===== config.mk =====
export PLATFORM = sky130hd
export DESIGN_NAME = crddrop_flex
export DESIGN_NICKNAME = d
export VERILOG_FILES = /design/src/rtl/crddrop_flex.sv
export SDC_FILE = /design/constraint.sdc
export NUM_CORES = 1
export LEC_CHECK = 0
export ABC_AREA = 1
export CORE_UTILIZATION = 55
export CTS_CLUSTER_SIZE = 40
export DETAILED_ROUTE_END_ITERATION = 8
export PLACE_DENSITY = 0.76
export SKIP_LAST_GASP = 1
export SYNTH_ARGS = -nofsm -noshare
export SYNTH_HDL_FRONTEND = slang
export SYNTH_HIERARCHICAL = 1
export SYNTH_SLANG_ARGS = --single-unit

===== constraint.sdc =====
create_clock -name i_clk -period 3.79 [get_ports i_clk]
set_input_delay 0.5685 -clock i_clk [delete_from_list [all_inputs] [get_ports i_clk]]
set_output_delay 0.5685 -clock i_clk [all_outputs]
set_load 0.01 [all_outputs]

===== src/rtl/crddrop_flex.sv =====
// crddrop_flex: coordinate-drop stage for the sparse streaming datapath.
// Removes outer coordinates whose inner fiber is empty and repairs the inner
// stop-token hierarchy so that absorbed stops reappear as one merged stop.
// A bypass mode passes both streams straight through.

// Small synchronous FIFO used as the input buffer on each channel.
module crddrop_flex_fifo #(
  parameter int W     = 17,
  parameter int DEPTH = 4
) (
  input  logic         i_clk,
  input  logic         i_rst,
  input  logic         i_clk_en,
  input  logic         i_flush,
  input  logic         i_push,
  input  logic [W-1:0] i_data,
  input  logic         i_pop,
  output logic [W-1:0] o_head,
  output logic         o_empty,
  output logic         o_full
);
  localparam int AW = $clog2(DEPTH);

  logic [W-1:0] r_mem [DEPTH];
  logic [AW:0]  r_wp;
  logic [AW:0]  r_rp;

  // Pointer update; the extra MSB distinguishes full from empty.
  always_ff @(posedge i_clk or posedge i_rst) begin
    if (i_rst) begin
      r_wp <= '0;
      r_rp <= '0;
    end else if (i_clk_en) begin
      if (i_flush) begin
        r_wp <= '0;
        r_rp <= '0;
      end else begin
        if (i_push) r_wp <= r_wp + 1'b1;
        if (i_pop)  r_rp <= r_rp + 1'b1;
      end
    end
  end

  // Storage array, not reset: contents are only visible through the pointers.
  always_ff @(posedge i_clk) begin
    if (i_clk_en && !i_flush && i_push) r_mem[r_wp[AW-1:0]] <= i_data;
  end

  assign o_head  = r_mem[r_rp[AW-1:0]];
  assign o_empty = (r_wp == r_rp);
  assign o_full  = (r_wp[AW-1:0] == r_rp[AW-1:0]) && (r_wp[AW] != r_rp[AW]);
endmodule

// Top: two input FIFOs, the drop FSM and one holding register per output.
module crddrop_flex #(
  parameter int DATA_W     = 16,
  parameter int FIFO_DEPTH = 4,
  parameter int CNT_W      = 16
) (
  input  logic              i_clk,
  input  logic              i_rst,
  input  logic              i_clk_en,
  input  logic              i_flush,
  input  logic              i_tile_en,
  input  logic              i_cfg_mode,
  input  logic [DATA_W:0]   i_outer_in,
  input  logic              i_outer_in_valid,
  output logic              o_outer_in_ready,
  input  logic [DATA_W:0]   i_inner_in,
  input  logic              i_inner_in_valid,
  output logic              o_inner_in_ready,
  output logic [DATA_W:0]   o_outer_out,
  output logic              o_outer_out_valid,
  input  logic              i_outer_out_ready,
  output logic [DATA_W:0]   o_inner_out,
  output logic              o_inner_out_valid,
  input  logic              i_inner_out_ready,
  output logic [CNT_W-1:0]  o_dropped_count,
  output logic              o_protocol_err
);
  localparam int W = DATA_W + 1;

  typedef enum logic [1:0] {ST_OUTER, ST_INNER, ST_DRAIN} state_t;

  state_t       r_state;
  logic [W-1:0] r_hold;
  logic         r_nonempty;
  logic         r_pend_v;
  logic [7:0]   r_pend_lvl;
  logic [W-1:0] r_oo;
  logic         r_oo_v;
  logic [W-1:0] r_io;
  logic         r_io_v;
  logic [CNT_W-1:0] r_cnt;
  logic         r_err;

  logic [W-1:0] w_oh, w_ih;
  logic         w_of_empty, w_of_full, w_if_empty, w_if_full;
  logic         w_oi_push, w_ii_push;
  logic         w_pop_o, w_pop_i;
  logic         w_ld_oo, w_ld_io;
  logic [W-1:0] w_oo_d, w_io_d;
  logic         w_oo_take, w_io_take, w_oo_free, w_io_free;
  logic         w_ev_hold, w_ev_to_drain, w_ev_first, w_ev_istop;
  logic         w_ev_err, w_ev_done, w_pend_clr;
  logic [W-1:0] w_pend_tok;
  logic [7:0]   w_lvl_max;

  assign o_outer_in_ready = !w_of_full && i_tile_en && i_clk_en && !i_rst;
  assign o_inner_in_ready = !w_if_full && i_tile_en && i_clk_en && !i_rst;
  assign w_oi_push = i_outer_in_valid && o_outer_in_ready;
  assign w_ii_push = i_inner_in_valid && o_inner_in_ready;

  crddrop_flex_fifo #(.W(W), .DEPTH(FIFO_DEPTH)) u_ofifo (
    .i_clk(i_clk), .i_rst(i_rst), .i_clk_en(i_clk_en), .i_flush(i_flush),
    .i_push(w_oi_push), .i_data(i_outer_in), .i_pop(w_pop_o),
    .o_head(w_oh), .o_empty(w_of_empty), .o_full(w_of_full)
  );

  crddrop_flex_fifo #(.W(W), .DEPTH(FIFO_DEPTH)) u_ififo (
    .i_clk(i_clk), .i_rst(i_rst), .i_clk_en(i_clk_en), .i_flush(i_flush),
    .i_push(w_ii_push), .i_data(i_inner_in), .i_pop(w_pop_i),
    .o_head(w_ih), .o_empty(w_if_empty), .o_full(w_if_full)
  );

  assign o_outer_out       = r_oo;
  assign o_outer_out_valid = r_oo_v && i_tile_en;
  assign o_inner_out       = r_io;
  assign o_inner_out_valid = r_io_v && i_tile_en;
  assign o_dropped_count   = r_cnt;
  assign o_protocol_err    = r_err;

  // A register counts as free when empty or being drained this cycle.
  assign w_oo_take  = r_oo_v && i_outer_out_ready && i_tile_en;
  assign w_io_take  = r_io_v && i_inner_out_ready && i_tile_en;
  assign w_oo_free  = !r_oo_v || w_oo_take;
  assign w_io_free  = !r_io_v || w_io_take;
  assign w_pend_tok = {1'b1, {(DATA_W-8){1'b0}}, r_pend_lvl};
  assign w_lvl_max  = (r_pend_v && (r_pend_lvl > w_ih[7:0])) ? r_pend_lvl : w_ih[7:0];

  // Decide this cycle's pops, output loads and FSM events from the FIFO heads.
  always_comb begin
    w_pop_o = 1'b0;  w_pop_i = 1'b0;
    w_ld_oo = 1'b0;  w_ld_io = 1'b0;
    w_oo_d  = w_oh;  w_io_d  = w_ih;
    w_ev_hold = 1'b0;  w_ev_to_drain = 1'b0;  w_ev_first = 1'b0;
    w_ev_istop = 1'b0; w_ev_err = 1'b0;       w_ev_done = 1'b0;
    w_pend_clr = 1'b0;
    if (i_tile_en) begin
      if (i_cfg_mode) begin
        if (!w_of_empty && w_oo_free) begin w_ld_oo = 1'b1; w_pop_o = 1'b1; end
        if (!w_if_empty && w_io_free) begin w_ld_io = 1'b1; w_pop_i = 1'b1; end
      end else begin
        case (r_state)
          ST_OUTER: if (!w_of_empty) begin
            if (!w_oh[DATA_W]) begin
              w_ev_hold = 1'b1;
              w_pop_o   = 1'b1;
            end else if (w_oh[8]) begin
              w_ev_to_drain = 1'b1;
            end else if (w_oo_free) begin
              w_ld_oo = 1'b1;
              w_pop_o = 1'b1;
            end
          end
          ST_INNER: if (!w_if_empty) begin
            if (!w_ih[DATA_W]) begin
              if (r_nonempty) begin
                if (w_io_free) begin w_ld_io = 1'b1; w_pop_i = 1'b1; end
              end else if (r_pend_v) begin
                if (w_io_free) begin
                  w_ld_io = 1'b1; w_io_d = w_pend_tok; w_pend_clr = 1'b1;
                end
              end else if (w_oo_free && w_io_free) begin
                w_ld_oo = 1'b1; w_oo_d = r_hold;
                w_ld_io = 1'b1; w_pop_i = 1'b1; w_ev_first = 1'b1;
              end
            end else if (w_ih[8]) begin
              // Inner done with an outer coordinate still open: abandon it.
              w_ev_to_drain = 1'b1;
            end else begin
              w_ev_istop = 1'b1;
              w_pop_i    = 1'b1;
            end
          end
          ST_DRAIN: if (!w_if_empty) begin
            if (!(w_ih[DATA_W] && w_ih[8])) begin
              w_ev_err = 1'b1;
              w_pop_i  = 1'b1;
            end else if (r_pend_v) begin
              if (w_io_free) begin
                w_ld_io = 1'b1; w_io_d = w_pend_tok; w_pend_clr = 1'b1;
              end
            end else if (w_oo_free && w_io_free && !w_of_empty) begin
              w_ld_oo = 1'b1; w_ld_io = 1'b1;
              w_pop_o = 1'b1; w_pop_i = 1'b1; w_ev_done = 1'b1;
            end
          end
          default: ;
        endcase
      end
    end
  end

  // FSM state, pending stop, output registers, drop counter and error flag.
  always_ff @(posedge i_clk or posedge i_rst) begin
    if (i_rst) begin
      r_state <= ST_OUTER;  r_hold <= '0;  r_nonempty <= 1'b0;
      r_pend_v <= 1'b0;     r_pend_lvl <= '0;
      r_oo <= '0;  r_oo_v <= 1'b0;  r_io <= '0;  r_io_v <= 1'b0;
      r_cnt <= '0; r_err <= 1'b0;
    end else if (i_clk_en) begin
      if (i_flush) begin
        r_state <= ST_OUTER;  r_hold <= '0;  r_nonempty <= 1'b0;
        r_pend_v <= 1'b0;     r_pend_lvl <= '0;
        r_oo <= '0;  r_oo_v <= 1'b0;  r_io <= '0;  r_io_v <= 1'b0;
        r_cnt <= '0; r_err <= 1'b0;
      end else begin
        if (w_ld_oo) begin
          r_oo <= w_oo_d;  r_oo_v <= 1'b1;
        end else if (w_oo_take) begin
          r_oo_v <= 1'b0;
        end
        if (w_ld_io) begin
          r_io <= w_io_d;  r_io_v <= 1'b1;
        end else if (w_io_take) begin
          r_io_v <= 1'b0;
        end
        if (!i_tile_en || i_cfg_mode) begin
          r_state <= ST_OUTER;
        end else begin
          case (r_state)
            ST_OUTER: begin
              if (w_ev_hold) begin
                r_hold <= w_oh;  r_nonempty <= 1'b0;  r_state <= ST_INNER;
              end else if (w_ev_to_drain) begin
                r_state <= ST_DRAIN;
              end
            end
            ST_INNER: begin
              if (w_pend_clr) r_pend_v <= 1'b0;
              if (w_ev_first) r_nonempty <= 1'b1;
              if (w_ev_to_drain) r_state <= ST_DRAIN;
              if (w_ev_istop) begin
                r_state <= ST_OUTER;
                if (r_nonempty) begin
                  r_pend_v <= 1'b1;  r_pend_lvl <= w_ih[7:0];
                end else begin
                  if (r_cnt != {CNT_W{1'b1}}) r_cnt <= r_cnt + 1'b1;
                  if (w_ih[7:0] != 8'd0) begin
                    r_pend_v <= 1'b1;  r_pend_lvl <= w_lvl_max;
                  end
                end
              end
            end
            ST_DRAIN: begin
              if (w_ev_err) r_err <= 1'b1;
              if (w_pend_clr) r_pend_v <= 1'b0;
              if (w_ev_done) begin
                r_pend_v <= 1'b0;  r_state <= ST_OUTER;
              end
            end
            default: r_state <= ST_OUTER;
          endcase
        end
      end
    end
  end
endmodule


==> run metrics <==
Max Fclk=316 MHz; Power per Cell Area=437 nW/um^2; largest net degree at the start of global routing=58; Yosys Warn Count=6; DIE WIDTH=146 um; Critical-path top delay cell=clkdlybuf4s50_1; minimum clock period=3.16 ns; crit path DAT=2.59 ns; DP Area=12600 um^2; wire per inst=15.8 um; crit end category=output pin; syn nets=1259; Layout Cells excl Fill=1583; Syn Area/Cell=9.54 um^2; Root Driver=clkbuf_16; Sink Count=230; crit path cell chain=buf_4 > clkinv_1 > buf_4 > nand2_1 > nand3_1 > nor2_1 > nor3_1 > clkdlybuf4s50_1; antenna viol nets, final=0; fin. max-slew vios=0; Max Clock Skew=0.0108 ns; fin area=13400 um^2; row cnt=52; final hold violation count=0; CP max FO=21; die height=146 um; worst min path class=reg2reg; Crit. Startpoint=u_ofifo/r_rp[1]; Peak VDD IR=0.360 mV; final net count=1363; critical path required time=3.22 ns; worst setup path category=reg2out; total congestion overflow=0; First-pass DRT Iterations=5; top_reg_cell synth=edfxtp_1; crit-path max cell delay=0.66 ns; RSZ-0062 raised after global routing=false; detailed-route via count=8530; Final Util=66.0%; asr flop ratio synth=40.9%; detailed placement HPWL=17300 um; first-pass GRT wire length=41400 um; hold path startpoint=o_outer_out[12]; cts repair resizes=0; worst-skew pair later-pin latency=0.52 ns; TNS Setup=0 ns; DIE AREA=21300 um^2; Initial Util=56.2%; placed cell count=1539; vias in the first global route=8106; clk slew on worst S/H paths=0.06 ns; status=complete, no violations; Netlist cell types=44; I/O pins=99; Total Wirelength=25100 um; Crit path buffers/inverters=4; Inserted Clock Buffers=25; Total Routing Usage GR=24.2%; CTS Hold Buffers Added=0; Max Cap Viol=0; Seq cells post-synth=230; CTS tree=done; # Post-CTS Setup Buffers=0; Top delay family on crit path=buffers and inverters; CTS Buffer Depth=3; measured slew at the worst slew-check pin=0.984 ns; Port Buffers=98; DR vias/cell=5.39; core area=20200 um^2; Mapped Cells=1192; Final setup violation count=0; initial DRC count=599; CP startpoint kind=flop; sequential share of the synthesized area=56.6%; Post-synth EDFFs=136; fin crit share=83.4%; area grow syn2layout=17.4%; mapped cell area=11400 um^2; routability cong.=0.956; Total Power=5.84 mW; antenna cells=0; CTS HTree Levels=1; initial antenna violation count=0; reg2reg start=u_ififo/r_rp[0]; Worst path most repeated cell=buf_4; DR DRC count=0; relative slew slack=34.4%; layout cell share with drive strength beyond 1=9.98%; Leakage=5.92 nW
## stage by stage
step / hold WS [ns] / setup WS (ns)
floorplan: 0.359 / 1.08
global placement: 0.457 / 0.931
detailed placement: 0.463 / 0.828
CTS: 0.450 / 0.611
global route: 0.498 / 0.406
finish: 0.478 / 0.629
## per-layer routing
layer,up-vias,track usage (%),wire length [um]
met5,-,0,0
met4,0,6.47,539
met3,43,3.61,1430
met2,255,38.3,11500
met1,4007,35.0,11600
li1,4225,-,-
## tightest hold or removal path, delay by kind of cell (launching register included)
kind | cells | cell delay [ns]
DFF | 1 | 0.35
and+or+nand+nor | 2 | 0.09
## flip-flops by register name (all words and copies together) (netlist names), 8 cells and up
signal	flops
u_ofifo/r_mem	68
u_ififo/r_mem	68
o_inner_out	17
r_pend_lvl	8
o_outer_out	17
o_dropped_count	16
r_hold	17
## cells by family after synthesis
logic type,after synthesis,share of synthesized area (%)
adders and majority gates,23,2.53
and+or+nand+nor,525,20.5
DFF,230,56.6
buffers and inverters,205,7.73
AOI/OAI and AO/OA,200,12.0
xor gates and xnor gates,9,0.693
## cells in the final DEF (no fill, tap or decap), types with 4 or more instances in the layout
| cell | instances |
|---|---|
| a21oi_1 | 27 |
| a31oi_1 | 6 |
| buf_4 | 22 |
| clkbuf_1 | 7 |
| clkbuf_16 | 25 |
| clkdlybuf4s50_1 | 98 |
| clkinv_1 | 5 |
| dfrtp_1 | 94 |
| edfxtp_1 | 136 |
| ha_1 | 23 |
| inv_1 | 151 |
| inv_2 | 8 |
| nand2_1 | 298 |
| nand2_2 | 20 |
| nand2_4 | 5 |
| nand3_1 | 61 |
| nand4_1 | 21 |
| nor2_1 | 87 |
| nor2_2 | 5 |
| nor3_1 | 14 |
| o211ai_1 | 50 |
| o211ai_2 | 20 |
| o21ai_0 | 58 |
| o21ai_1 | 10 |
| o21ai_2 | 4 |
| o31ai_1 | 15 |
| xor2_1 | 6 |
## Yosys cell counts, types with 20 or more instances
| cell | instances | area (um^2) |
|---|---|---|
| o21ai_0 | 58 | 290 |
| o211ai_2 | 20 | 250 |
| nand2_1 | 298 | 1120 |
| dfrtp_1 | 94 | 2350 |
| nand4_1 | 21 | 131 |
| ha_1 | 23 | 288 |
| o211ai_1 | 50 | 375 |
| edfxtp_1 | 136 | 4080 |
| a21oi_1 | 27 | 135 |
| nand2_2 | 20 | 125 |
| nand3_1 | 61 | 305 |
| inv_1 | 152 | 571 |
| nor2_1 | 87 | 327 |
## power by group
| group | leakage [nW] | internal [mW] | total (mW) | switching, mW |
|---|---|---|---|---|
| Clock | 0.368 | 1.33 | 2.28 | 0.956 |
| Sequential | 2.49 | 2.75 | 2.82 | 0.0696 |
| Combinational | 3.07 | 0.288 | 0.735 | 0.446 |
| Total | 5.92 | 4.36 | 5.84 | 1.47 |
## path summary, 6_finish.rpt
kind / end / slack [ns] / cells after the start
max in group asynchronous: o_inner_out[13] / 2.23 / 3
worst min-delay path: o_outer_out[12] / 0.48 / 2
worst max-delay path: o_outer_in_ready / 0.63 / 8
worst min register to register: o_outer_out[12] / 0.48 / 2
min in group asynchronous: u_ififo/r_rp[0] / 0.50 / 2
worst max register to register: u_ififo/r_rp[0] / 0.76 / 15
## area by class of cell
type | count | area [um^2]
Fill cell | 1649 | 6880
Sequential cell | 230 | 6440
Inverter | 162 | 609
Clock buffer | 34 | 679
Timing Repair Buffer | 120 | 1150
Multi-Input combinational cell | 757 | 4060
Clock inverter | 10 | 90.1
Tap cell | 270 | 338
No activity file was read; power rests on OpenSTA's default activity.
